--- src/rtl/sprite_rom_arbiter.sv ---
// Arbitrates one shared sprite ROM between the Pac-Man and ghost fetchers, one pixel at a time.
// Define GHOST_SPRITE_EN to enable the ghost fetch path; without it only Pac-Man is looked up.
module sprite_rom_arbiter (
   input  logic        clk_i,
   input  logic        reset_i,
   input  logic        pix_start_i,
   input  logic        pac_req_i,
   input  logic [11:0] pac_addr_i,
   input  logic        ghost_req_i,
   input  logic [11:0] ghost_addr_i,
   input  logic [23:0] rom_data_i,
   output logic        rom_rd_o,
   output logic [11:0] rom_addr_o,
   output logic        is_sprite_o,
   output logic [7:0]  sprite_r_o,
   output logic [7:0]  sprite_g_o,
   output logic [7:0]  sprite_b_o,
   output logic        pix_valid_o,
   output logic        overrun_o
);

   localparam logic [23:0] TRANSPARENT = 24'hFF00FF;

   typedef enum logic [2:0] {
      IDLE, RD_PAC, WAIT_PAC, RD_GHOST, WAIT_GHOST, DONE
   } state_t;

   state_t      state_q;
   logic        pac_req_q;
   logic [11:0] pac_addr_q;
   logic        rom_rd_q;
   logic [11:0] rom_addr_q;
   logic        is_sprite_q;
   logic [7:0]  r_q, g_q, b_q;
   logic        pix_valid_q;
   logic        overrun_q;
   logic        opaque_d;

   assign opaque_d = (rom_data_i != TRANSPARENT);

`ifdef GHOST_SPRITE_EN
   logic        ghost_req_q;
   logic [11:0] ghost_addr_q;
`else
   logic        ghost_unused;
   assign ghost_unused = ^{ghost_req_i, ghost_addr_i};
`endif

   always_ff @(posedge clk_i) begin
      if (reset_i) begin
         state_q     <= IDLE;
         pac_req_q   <= 1'b0;
         pac_addr_q  <= '0;
         rom_rd_q    <= 1'b0;
         rom_addr_q  <= '0;
         is_sprite_q <= 1'b0;
         r_q         <= '0;
         g_q         <= '0;
         b_q         <= '0;
         pix_valid_q <= 1'b0;
         overrun_q   <= 1'b0;
`ifdef GHOST_SPRITE_EN
         ghost_req_q  <= 1'b0;
         ghost_addr_q <= '0;
`endif
      end else begin
         // Strobes are single-cycle: raised only on the transition that needs them.
         rom_rd_q    <= 1'b0;
         rom_addr_q  <= '0;
         pix_valid_q <= 1'b0;
         if (pix_start_i && state_q != IDLE)
            overrun_q <= 1'b1;

         case (state_q)
            IDLE: begin
               if (pix_start_i) begin
                  pac_req_q  <= pac_req_i;
                  pac_addr_q <= pac_addr_i;
`ifdef GHOST_SPRITE_EN
                  ghost_req_q  <= ghost_req_i;
                  ghost_addr_q <= ghost_addr_i;
`endif
                  if (pac_req_i) begin
                     state_q    <= RD_PAC;
                     rom_rd_q   <= 1'b1;
                     rom_addr_q <= pac_addr_i;
                  end
`ifdef GHOST_SPRITE_EN
                  else if (ghost_req_i) begin
                     state_q    <= RD_GHOST;
                     rom_rd_q   <= 1'b1;
                     rom_addr_q <= ghost_addr_i;
                  end
`endif
                  else begin
                     // Empty pixel still spends one cycle in WAIT_PAC so it resolves in two cycles.
                     state_q <= WAIT_PAC;
                  end
               end
            end
            RD_PAC: state_q <= WAIT_PAC;
            WAIT_PAC: begin
               if (pac_req_q && opaque_d) begin
                  {r_q, g_q, b_q} <= rom_data_i;
                  is_sprite_q     <= 1'b1;
                  pix_valid_q     <= 1'b1;
                  state_q         <= DONE;
               end
`ifdef GHOST_SPRITE_EN
               else if (ghost_req_q) begin
                  state_q    <= RD_GHOST;
                  rom_rd_q   <= 1'b1;
                  rom_addr_q <= ghost_addr_q;
               end
`endif
               else begin
                  is_sprite_q <= 1'b0;
                  pix_valid_q <= 1'b1;
                  state_q     <= DONE;
               end
            end
`ifdef GHOST_SPRITE_EN
            RD_GHOST: state_q <= WAIT_GHOST;
            WAIT_GHOST: begin
               if (opaque_d)
                  {r_q, g_q, b_q} <= rom_data_i;
               is_sprite_q <= opaque_d;
               pix_valid_q <= 1'b1;
               state_q     <= DONE;
            end
`endif
            DONE:    state_q <= IDLE;
            default: state_q <= IDLE;
         endcase
      end
   end

   assign rom_rd_o    = rom_rd_q;
   assign rom_addr_o  = rom_addr_q;
   assign is_sprite_o = is_sprite_q;
   assign sprite_r_o  = r_q;
   assign sprite_g_o  = g_q;
   assign sprite_b_o  = b_q;
   assign pix_valid_o = pix_valid_q;
   assign overrun_o   = overrun_q;

endmodule

--- config.mk ---
export PLATFORM = sky130hd
export DESIGN_NAME = sprite_rom_arbiter
export DESIGN_NICKNAME = d
export VERILOG_FILES = /design/src/rtl/sprite_rom_arbiter.sv
export SDC_FILE = /design/constraint.sdc
export NUM_CORES = 1
export LEC_CHECK = 0
export ABC_AREA = 1
export CORE_ASPECT_RATIO = 2
export CORE_MARGIN = 3
export CORE_UTILIZATION = 39
export CTS_CLUSTER_SIZE = 40
export DETAILED_ROUTE_END_ITERATION = 10
export PLACE_DENSITY = 0.89
export SLEW_MARGIN = 20
export SYNTH_ARGS = -nofsm -noshare
export SYNTH_HDL_FRONTEND = slang
export SYNTH_SLANG_ARGS = --single-unit
--- constraint.sdc ---
create_clock -name clk_i -period 1.4 [get_ports clk_i]
set_input_delay 0.14 -clock clk_i [delete_from_list [all_inputs] [get_ports clk_i]]
set_output_delay 0.14 -clock clk_i [all_outputs]
set_load 0.005 [all_outputs]
==> out/results.tsv, run 1 <==
metric	value	unit
status	finished, final reports clean	
synthSimpleGateAreaFrac	0.275	
detail_route.wl_per_cell	11.7	µm
coreArea	4470	µm²
arrival	1.18	ns
crit_family	buffers and inverters	
route.final.wire_length	4570	µm
worstPathCellList	clkdlybuf4s50_1	
netlist_top_cells_count	49 x inv_1, 47 x nor2_1, 44 x dfxtp_1	
track_usage	0.173	
num-fill-cells	414	
endpoint_kind	primary output	
grt_pass1_vias	1812	
synth_top_area_cell	dfxtp_1	
placedInstanceArea	2710	µm²
worstMarginPinSlew	0.375	ns
power_density	923	nW/µm²
post_cts_buffers	0	
n_antenna_cell	0	
h-tree-depth	2	
antenna_left	0	
setup_viol	0	
cts_tree	done	
layout-drive-gt1-share	0.0917	
synth_top_family_by_area	simple AND/OR/NAND/NOR gates	
cts_root_buffer	clkbuf_8	
vias	1797	
peakVddDrop	0.716	mV
ys_ff_latch	44	
fp.dieH	103	µm
crit_path_start_kind	flip-flop	
finalCritPeriodShare	0.946	
max_stage_delay	0.52	ns
dp_hpwl	3430	µm
grt_max_degree	50	
clock_skew	0.00766	ns
rsz0062_at_grt	true	
synth-xor-area-share	0	
synth_edf_count	0	
ctsHoldBuffers	0	
maxSlewHeadroom	0.750	
post_drt_via_cell_ratio	4.58	
clk_path_buf_depth	2	
hold_ws	0.363	ns
p_leak	1.28	nW
initial_core_util	0.411	
crit_slowest_cell	clkdlybuf4s50_1	
clock_latency	0.29	ns
drv_slew	0	
drc	0	
first_pass_iters	4	
required	1.26	ns
cp_num_cells	1	
gr-total-overflow	0	
criticalPathCategory	reg2out	
io_pins	93	
dieArea	5620	µm²
postLayoutSetupSlackWorst	0.0754	ns
min_period	1.32	ns
grt_pass1_wl	7200	µm
final-hold-violation-count	0	
yosysTopAreaCellShare	0.480	
hold-path-cell-count	3	
synth_compound_area_frac	0.0974	
yosysMostFrequentCell	inv_1	
fin_area	2850	µm²
path_clk_slew	0.08	ns
antenna_found_initial	0	
area_growth	55.0	%
synthMuxAreaShare	0	
ys_seq_area_frac	0.480	
portBuffers	79	
total_power	2.63	mW
synth_area_per_cell	7.23	µm²
path_buf_inv	1	
drtIter0Drc	20	
gp_congestion	0.815	
async_flop_share	0	
mappedNetlistArea	1840	µm²
maxCapViolCount	0	
cts_made_buffers	5	
syn_inst	254	
rows	34	
synth-main-ff-cell	dfxtp_1	
dp_slack	-0.234	ns
cts_sinks	44	
yosysWarnings	0	
crit_fanout	2	
syn-num-nets	307	
synthAdderAreaFrac	0	
worst-r2r-cell-count	7	
synth_area_leaders	dfxtp_1 48%, inv_1 10%, nor2_1 9.6%, nand2_1 8.2%, nand3_1 7.4%	
worstHoldPathType	in2reg	
ys_types	19	
fmaxAchievable	0.755	GHz
layout.nets	390	
setup-tns-final	0	ns
die_x	54.5	µm
==> worst min-delay path, stage by stage <==
cell	delay [ns]
clkdlybuf4s50_1	0.39
inv_1	0.05
nor2_1	0.04
==> through the flow <==
| step | cells | utilization |
|---|---|---|
| after floorplan | 254 | - |
| after global placement | 383 | 0.606 |
| after detailed placement | 383 | 0.606 |
| after CTS | 391 | 0.630 |
| after global routing | 392 | 0.638 |
| final | 392 | 0.638 |
==> timing repair <==
action / CTS / global route
resized for setup: 0 / 1
endpoints found under the hold margin: 0 / 0
endpoints found under the setup margin: 0 / 16
==> power breakdown <==
group	internal [mW]	switching [mW]	total, mW	leakage [nW]
clock network	0.529	0.409	0.939	0.0552
registers	1.29	0.0196	1.31	0.356
logic	0.223	0.153	0.376	0.871
total	2.05	0.582	2.63	1.28
==> per-layer routing <==
layer,part of all wire,GRT usage,up-vias,routed length [µm]
met2,0.56,0.334,56,2580
met3,0.068,0.0651,8,312
met1,0.35,0.144,800,1600
met4,0.018,0.0787,0,84
li1,-,-,933,-
met5,0,0,-,0
==> worst paths after layout <==
check,startpoint,to,slack (ns)
min,pac_addr_i[11],rom_addr_o[11]$_SDFF_PP0_,0.36
max,sprite_g_o[6]$_SDFFE_PP0P_,sprite_g_o[6],0.08
min reg2reg,overrun_o$_SDFFE_PP0P_,overrun_o$_SDFFE_PP0P_,0.47
max reg2reg,state_q[2]$_SDFFE_PP0P_,sprite_g_o[7]$_SDFFE_PP0P_,0.09
==> area by class of cell <==
class | instances | area, µm² | share of cell area
Clock buffer | 6 | 72.6 | 0.0255
Clock inverter | 2 | 35.0 | 0.0123
Inverter | 50 | 188 | 0.0659
Multi-Input combinational cell | 147 | 696 | 0.244
Sequential cell | 44 | 881 | 0.309
Tap cell | 54 | 67.6 | 0.0237
Timing Repair Buffer | 89 | 908 | 0.319
==> registers in the layout (all words and copies together) (netlist names) <==
signal,cells
rom_rd_o,1
overrun_o,1
is_sprite_o,1
sprite_r_o,8
pac_req_q,1
pix_valid_o,1
sprite_b_o,8
state_q,3
rom_addr_o,12
sprite_g_o,8
==> logic make-up after synthesis <==
kind of cell | count (synthesis)
AND/OR/NAND/NOR | 119
flip-flops | 44
AO/OA/AOI/OAI | 28
buffers and inverters | 63
==> cell usage in the layout (no fill, tap or decap), drive strengths merged <==
master,n
a211oi,1
a21oi,26
buf,9
bufinv,1
clkbuf,7
clkdlybuf4s50,79
clkinv,1
dfxtp,44
inv,50
nand2,40
nand3,28
nand4,1
nor2,48
nor3,2
o211ai,1
Power figures use the tool's default switching activity.
==> inputs of run 2 (changes only) <==
--- a/config.mk
+++ b/config.mk
@@ -7,7 +7,7 @@
 export LEC_CHECK = 0
 export ABC_AREA = 1
 export CORE_ASPECT_RATIO = 2
-export CORE_MARGIN = 3
+export CORE_MARGIN = 2
 export CORE_UTILIZATION = 39
 export CTS_CLUSTER_SIZE = 40
 export DETAILED_ROUTE_END_ITERATION = 10
==> run 2 against run 1 <==
Effect of this change:
- global-route usage shrank 0.12 points
- count of clock-buffer cells in the layout stayed put
- combinational power is 3% lower
- fmax increased by 1.2%
- first-iteration DRC count down 15%
- largest cell class unchanged
==> out/results.tsv, run 2 (synthesis gave the netlist of run 1 again) <==
metric	value	unit	change
status	finished, final reports clean		
antenna_left	0		unchanged
finalCritPeriodShare	0.935		-0.0113
placed_cells	384		+0.26%
min_period	1.31	ns	-0.0159 ns
largest_register_ffs	12		unchanged
initial_core_util	0.403		-0.00791
portBuffers	79		unchanged
post_cts_buffers	0		unchanged
placedInstanceArea	2710	µm²	about the same
endpoint_kind	primary output		
clk_path_buf_depth	2		unchanged
dp_hpwl	3210	µm	-6.3%
first_pass_iters	4		unchanged
area_growth	53.5	%	
worstPathCellList	clkdlybuf4s50_1		
clock_latency	0.29	ns	about the same
path_clk_slew	0.08	ns	about the same
grt_pass1_wl	6930	µm	-3.7%
crit_slowest_cell	clkdlybuf4s50_1		
worstReg2RegStart	state_q[2]$_SDFFE_PP0P_		
clock_skew	0.00426	ns	-0.00340 ns
fin_area	2820	µm²	-1.0%
h-tree-depth	2		unchanged
maxSlewHeadroom	0.752		+0.00204
crit_fanout	2		unchanged
layout-drive-gt1-share	0.0920		+0.000272
antenna_found_initial	0		unchanged
crit_family	buffers and inverters		
peakVddDrop	0.946	mV	+32%
arrival	1.17	ns	about the same
gr-total-overflow	0		unchanged
criticalPathCategory	reg2out		
critPathLaunch	sprite_r_o[3]$_SDFFE_PP0P_		
layout_commonest_cell	clkdlybuf4s50_1		
cts_root_buffer	clkbuf_8		
mostFrequentLayoutCells	79 x clkdlybuf4s50_1, 49 x inv_1, 46 x nor2_1, 44 x dfxtp_1, 40 x nand2_1		
layout.nets	389		-0.26%
fp.dieH	101	µm	-1.9%
crit_path_start_kind	flip-flop		
setup-tns-final	0	ns	unchanged
drc	0		unchanged
cp_num_cells	1		unchanged
hold-path-cell-count	3		unchanged
wl_met2	2290	µm	-12%
power_density	925	nW/µm²	+0.19%
cts_tree	done		
track_usage	0.172		-0.00119
post_drt_via_cell_ratio	4.49		-2.1%
fmaxAchievable	0.764	GHz	+1.2%
min_from	pac_addr_i[7]		
total_power	2.61	mW	-0.82%
worstMarginPinSlew	0.372	ns	-0.00306 ns
worstHoldPathType	in2reg		
cts_made_buffers	5		unchanged
path_buf_inv	1		unchanged
die_x	52.5	µm	-3.7%
required	1.26	ns	about the same
rows	35		+2.9%
n_antenna_cell	0		unchanged
dieArea	5310	µm²	-5.5%
io_pins	93		unchanged
vias	1759		-2.1%
grt_pass1_vias	1687		-6.9%
drtIter0Drc	17		-15%
p_leak	1.27	nW	-0.90%
final-hold-violation-count	0		unchanged
max_stage_delay	0.55	ns	+0.03 ns
wl_met1	1560	µm	-2.5%
setup_viol	0		unchanged
coreArea	4550	µm²	+2.0%
hold_ws	0.371	ns	+0.00768 ns
grt_max_degree	37		-26%
layoutNonFillerInstCount	392		unchanged
maxCapViolCount	0		unchanged
rsz0062_at_grt	false		
detail_route.wl_per_cell	10.7	µm	-8.3%
cts_sinks	44		unchanged
worst-r2r-cell-count	7		unchanged
wl_met3	234	µm	-25%
top_layer	met4		
route.final.wire_length	4200	µm	-8.3%
drv_slew	0		unchanged
gp_congestion	0.823		+0.92%
==> run 2: changes by cell type in the layout (fill, tap and decap cells not counted) <==
cell,before,now
nor2_1,47,46
nor2_2,0,1
nand3_2,1,2
nand3_4,1,0
clkbuf_16,1,0
==> run 2: worst paths after layout <==
check	endpoint	slack [ns]
setup reg to reg	sprite_g_o[4]$_SDFFE_PP0P_	0.15
setup / recovery	sprite_r_o[3]	0.09
hold / removal	rom_addr_o[7]$_SDFF_PP0_	0.37
hold reg to reg	is_sprite_o$_SDFFE_PP0P_	0.47
==> run 2: repair_timing <==
| action | in CTS | in global routing |
|---|---|---|
| endpoints found under the setup margin | 0 | 2 |
| hold buffers | 0 | 0 |
| resized for setup | 0 | 1 |
==> run 2: per-stage QoR <==
step                utilization  setup slack (ns)
global placement          0.595            -0.165
CTS                       0.618            0.0762
finish                    0.619            0.0912
global route              0.619           0.00360
detailed placement        0.595            -0.221
floorplan                     -             0.291
==> run 2: final cells by class <==
cell class                 instances  area (µm²)
multi-input combinational        147         691
fill                             402        1740
timing repair buffer              88         883
clock buffer                       6        72.6
tap                               55        68.8
inverter                          50         188
clock inverter                     2        35.0
sequential                        44         881
==> run 2: metal layers <==
metal  vias to the layer above  track usage
li1                        931            -
met1                       766        0.169
met2                        54        0.315
met3                         8       0.0415
met4                         0       0.0907
met5                         -            0
==> run 2: report_power, final <==
| part | switching (mW) | internal [mW] | total [mW] |
|---|---|---|---|
| Combinational | 0.148 | 0.216 | 0.364 |
| Clock | 0.401 | 0.529 | 0.930 |
| Sequential | 0.0186 | 1.29 | 1.31 |
| Total | 0.567 | 2.04 | 2.61 |
